## src/rtl/seq_detector.sv

```systemverilog
// ---------------------------------------------------------------------------
// seq_detector
//   Serial bit-pattern detector with a loadable pattern register and an
//   optional saturating match counter.
//
//   Each accepted bit (a_valid=1) is shifted into a WIDTH-bit history
//   register. A fill counter tracks how many bits the history holds. When the
//   history is full and equals the pattern register, the FSM enters MATCH.
//   y is high only while the FSM is in MATCH, so it pulses for one cycle.
//
//   Parameters
//     WIDTH   : pattern length in bits (2..16)
//     PATTERN : reset value of the pattern register (MSB = first bit)
//     OVERLAP : 1 = matches may share bits, 0 = each match needs fresh bits
//     CNT_W   : width of match_count
//
//   Ports
//     clk         : clock, rising edge
//     reset       : asynchronous active-high reset
//     a           : serial data bit
//     a_valid     : a is sampled only when high
//     pat_load    : load pat_in into the pattern register, restart filling
//     pat_in      : new pattern (MSB = first bit)
//     y           : registered match pulse
//     match_count : saturating match count
//
//   Build option
//     SEQDET_COUNT_EN : when defined, the match counter is built; otherwise
//                       match_count is tied to zero.
// ---------------------------------------------------------------------------
module seq_detector #(
  parameter int               WIDTH   = 4,
  parameter logic [WIDTH-1:0] PATTERN = 4'b1011,
  parameter int               OVERLAP = 1,
  parameter int               CNT_W   = 8
) (
  input  logic             clk,
  input  logic             reset,
  input  logic             a,
  input  logic             a_valid,
  input  logic             pat_load,
  input  logic [WIDTH-1:0] pat_in,
  output logic             y,
  output logic [CNT_W-1:0] match_count
);

  localparam int             FW   = $clog2(WIDTH + 1);
  localparam logic [FW-1:0]  FULL = FW'(WIDTH);

  typedef enum logic [1:0] {
    FILL  = 2'd0,
    ARMED = 2'd1,
    MATCH = 2'd2
  } state_t;

  state_t           state;
  logic [WIDTH-1:0] hist;
  logic [WIDTH-1:0] pat;
  logic [FW-1:0]    fill;

  logic [WIDTH-1:0] hist_nxt;
  logic [FW-1:0]    fill_nxt;
  logic             hit;

  // Post-shift view of the history; a match is judged on this view so the
  // matching bit itself completes the pattern.
  always_comb begin
    hist_nxt = {hist[WIDTH-2:0], a};
    fill_nxt = (fill == FULL) ? FULL : fill + 1'b1;
    hit      = a_valid && (fill_nxt == FULL) && (hist_nxt == pat);
  end

  always_ff @(posedge clk or posedge reset) begin
    if (reset) begin
      state <= FILL;
      y     <= 1'b0;
      fill  <= '0;
      hist  <= '0;
      pat   <= PATTERN;
    end else if (pat_load) begin
      // A bit presented alongside pat_load is dropped on purpose.
      pat   <= pat_in;
      fill  <= '0;
      hist  <= '0;
      state <= FILL;
      y     <= 1'b0;
    end else if (a_valid) begin
      hist <= hist_nxt;
      if (hit) begin
        state <= MATCH;
        y     <= 1'b1;
        // Without overlap, forget the matched bits so they cannot be reused.
        fill  <= (OVERLAP != 0) ? FULL : '0;
      end else begin
        fill  <= fill_nxt;
        state <= (fill_nxt == FULL) ? ARMED : FILL;
        y     <= 1'b0;
      end
    end else begin
      // Idle edge: history holds, but a MATCH pulse still ends here.
      y <= 1'b0;
      if (state == MATCH) begin
        state <= (fill == FULL) ? ARMED : FILL;
      end
    end
  end

`ifdef SEQDET_COUNT_EN
  logic [CNT_W-1:0] cnt;

  function automatic logic [CNT_W-1:0] sat_inc(input logic [CNT_W-1:0] v);
    return (v == {CNT_W{1'b1}}) ? v : v + 1'b1;
  endfunction

  always_ff @(posedge clk or posedge reset) begin
    if (reset) begin
      cnt <= '0;
    end else if (pat_load) begin
      cnt <= '0;
    end else if (hit) begin
      cnt <= sat_inc(cnt);
    end
  end

  assign match_count = cnt;
`else
  assign match_count = '0;
`endif

endmodule

```

## config.mk

```make
export PLATFORM = sky130hd
export DESIGN_NAME = seq_detector
export DESIGN_NICKNAME = d
export VERILOG_FILES = /design/src/rtl/seq_detector.sv
export SDC_FILE = /design/constraint.sdc
export NUM_CORES = 1
export LEC_CHECK = 0
export CAP_MARGIN = 10
export CORE_AREA = 5 5 42 44
export CTS_CLUSTER_SIZE = 8
export DETAILED_ROUTE_END_ITERATION = 16
export DIE_AREA = 0 0 47 49
export PLACE_DENSITY = 0.84
export SLEW_MARGIN = 20
export SYNTH_ARGS = -nofsm -noshare
export SYNTH_HDL_FRONTEND = slang
export SYNTH_SLANG_ARGS = --single-unit
```

## constraint.sdc

```tcl
create_clock -name clk -period 2.4 [get_ports clk]
set_clock_uncertainty 0.1 [all_clocks]
set_input_delay 0.36 -clock clk [delete_from_list [all_inputs] [get_ports clk]]
set_output_delay 0.36 -clock clk [all_outputs]
set_load 0.03 [all_outputs]
```

==> implementation parameters <==
Parameter                              Value

Status
  Run status ... finished, final reports clean

CTS
  Number of setup buffers added after CTS ... 0
  Clock-pin slew of the registers on the worst-case setup and hold paths ... 0.07 ns
  Cts bufs inserted ... 3
  Clock sinks ... 11
  CTS tree ... built
  CTS H-Tree Depth ... 1
  Hold-fix buffers at CTS ... 0
  CTS-repair resized insts ... 0
  Worst skew pair latency ... approximately 0.27 ns
  Clock root cell ... sky130_fd_sc_hd__clkbuf_4
  Maximum count of clock buffers along a single path ... 2

Floorplan
  Die Ht ... 49 microns
  Initial Utilization ... about 44%
  Die area ... between 2000 and 2500 sq um
  I/O pin count ... 18
  Die width ... ~47 microns
  Placement Rows ... 14
  Std-Cell Core Area ... around 1400 sq um

Drt
  Vias per Instance ... approximately 4.8
  Routed wire per std cell ... between 10 and 15 microns
  Antenna Nets Post-Route ... 0
  Total DRC errors in the routed layout ... 0
  Final wirelength ... approximately 950 microns
  Drt initial violations ... 11
  Number of iterations in the first detailed-routing pass ... 3
  Vias after detailed routing ... between 300 and 400

Cells and area
  Layout Utilization ... roughly 50%
  Area added between synthesis and finish ... 15.1%
  Final-layout fill cell count ... 130
  Final cell area excluding filler cells ... just over 700 sq um
  Diodes inserted ... 0
  Most frequent standard cell in the layout excluding fill and tap cells ... sky130_fd_sc_hd__clkdlybuf4s50_1
  Ratio of cells with drive above 1 in the final layout ... 20.6%
  Final nets ... 75
  Commonest non-fill, non-tap cells in the layout ... sky130_fd_sc_hd__clkdlybuf4s50_1 (9), sky130_fd_sc_hd__conb_1 (8), sky130_fd_sc_hd__dfrtp_1 (8)

Worst setup path
  CP peak stage delay ... 0.67 ns
  Reg2reg setup slack ... roughly 0.9 ns
  Worst EP arrival ... about 1.3 ns
  Required time of the critical path ... a little under 2 ns
  Capturing element type of the critical path ... output pin
  Cells traversed along the worst timing path ... clkdlybuf4s50_1
  Number of buffers and inverters on the critical path ... 1
  CP startpoint kind ... flop
  Gate family responsible for the most delay along the worst path ... buffers and inverters
  Crit-path max FO ... 1
  Crit Path Class ... reg -> out
  Slowest stage cell on the critical path ... sky130_fd_sc_hd__clkdlybuf4s50_1

GRT
  GRT Resource Usage Total ... between 10% and 20%
  Number of global-route vias before repair ... 380
  Remaining Overflow, GRT ... 0
  First-pass GRT wire length ... about 1.7 mm
  Number of antenna violations at the first check in global routing ... 0
  Pin count of the biggest net entering global routing ... 12

Timing
  Final min period ... 1.73 ns
  Number of endpoints with negative hold slack in the final report ... 0
  Fmax ... ~0.58 GHz
  Count of pins over their slew limit ... 0
  Setup repair after global routing missed its margin ... no
  Final setup violating endpoints ... 0
  Ratio of final minimum period to clock period ... 72.2%
  Sum Neg Setup Slack ... 0 ns

Synthesis
  Flip-flop and latch count after synthesis ... 11
  Number of distinct library cell variants in the gate-level netlist after synthesis ... 17
  Sequential share of the synthesized area ... a little under half
  Total of warnings raised by yosys ... 0
  Post-Syn Area per Cell ... roughly 12 sq um
  Instance count of the mapped netlist ... 53
  Area of the mapped netlist ... between 600 and 700 sq um

Placement
  Post-DP HPWL ... approximately 750 microns
  Area of placed instances ... 678 sq um
  Port bufs ... 9
  Final weighted congestion of routability-driven global placement ... slightly above 0.7

Power
  Power density of the placed cells ... just under 600 nW/um^2
  Leakage dissipation ... approximately 0.32 nW
  Total power draw ... about 0.4 mW
  Peak ir drop on the vdd network ... around 300 uV

Worst hold path
  Worst hold-check path type ... in -> async

Job
  Number of max-capacitance violations reported ... 0
[flip-flops by register name (all words and copies together) (netlist names)]
register and flops:
pat 4, fill 3, y 1, hist 3
[cell usage after synthesis]
cell type	number	area share, %
sky130_fd_sc_hd__xor2_1	4	5.7
sky130_fd_sc_hd__dfrtp_1	8	33
sky130_fd_sc_hd__inv_1	3	1.8
sky130_fd_sc_hd__a2111oi_2	1	2.5
sky130_fd_sc_hd__buf_2	2	1.6
sky130_fd_sc_hd__mux2_2	4	7.4
sky130_fd_sc_hd__dfstp_2	3	13
sky130_fd_sc_hd__a21oi_1	2	1.6
sky130_fd_sc_hd__nor2b_4	1	2.2
sky130_fd_sc_hd__mux2i_1	5	8.2
sky130_fd_sc_hd__conb_1	1	0.61
sky130_fd_sc_hd__a311oi_1	1	1.4
sky130_fd_sc_hd__nor2_1	6	3.7
sky130_fd_sc_hd__nor4b_2	1	2.5
sky130_fd_sc_hd__ha_1	2	4.1
sky130_fd_sc_hd__buf_4	8	9.8
sky130_fd_sc_hd__o211ai_1	1	1.2
[where the power goes]
part	internal [mW]	leakage [nW]	switching (mW)
Combinational	0.0323	0.168	0.0438
Sequential	0.201	0.139	0.00877
Clock	0.0643	0.0150	0.0619
Total	0.297	0.322	0.114
[final timing paths]
kind | to | cells past startpoint | start
setup / recovery | y | 1 | y
hold / removal | fill[1] | 2 | reset
setup reg to reg | y | 5 | fill[0]
hold reg to reg | pat[2] | 1 | pat[2]
max in group asynchronous | pat[0] | 2 | reset
min in group clk | pat[2] | 1 | pat[2]
[kinds of logic after synthesis]
kind of cell | share of synthesized area (%)
AO/OA/AOI/OAI | 6.75
XOR/XNOR | 5.73
adder cells (fa/ha/maj) | 4.09
buffers and inverters | 13.3
flip-flops | 45.6
multiplexers | 15.5
other | 0.613
AND/OR/NAND/NOR | 8.38
[cell type report]
type	instances	area (sq um)	area share, %
flip-flops and latches	11	279	39.6
multi-input cells	36	278	39.4
well taps	16	20.0	2.84
inverters	3	11.3	1.60
repair buffers	9	90.1	12.8
clock buffers	4	26.3	3.73
[metrics by stage]
| step | hold slack, ns | setup slack (ns) | cells |
|---|---|---|---|
| after floorplan | 0.110 | 0.995 | 60 |
| after global placement | 0.419 | 0.658 | 75 |
| after detailed placement | 0.422 | 0.621 | 75 |
| after CTS | 0.300 | 0.655 | 79 |
| after global routing | 0.325 | 0.617 | 79 |
| final | 0.277 | 0.668 | 79 |
[layer usage]
| metal | routed length [microns] | GRT usage [%] | share of wire [%] | vias to the layer above |
|---|---|---|---|---|
| met5 | 0 | 0 | 0 | - |
| met4 | 0 | 5.53 | 0 | 0 |
| met3 | 87 | 2.21 | 9.1 | 0 |
| met2 | 467 | 14.3 | 49 | 12 |
| met1 | 397 | 13.7 | 42 | 189 |
| li1 | - | - | - | 182 |
No activity file was read; power rests on OpenSTA's default activity.
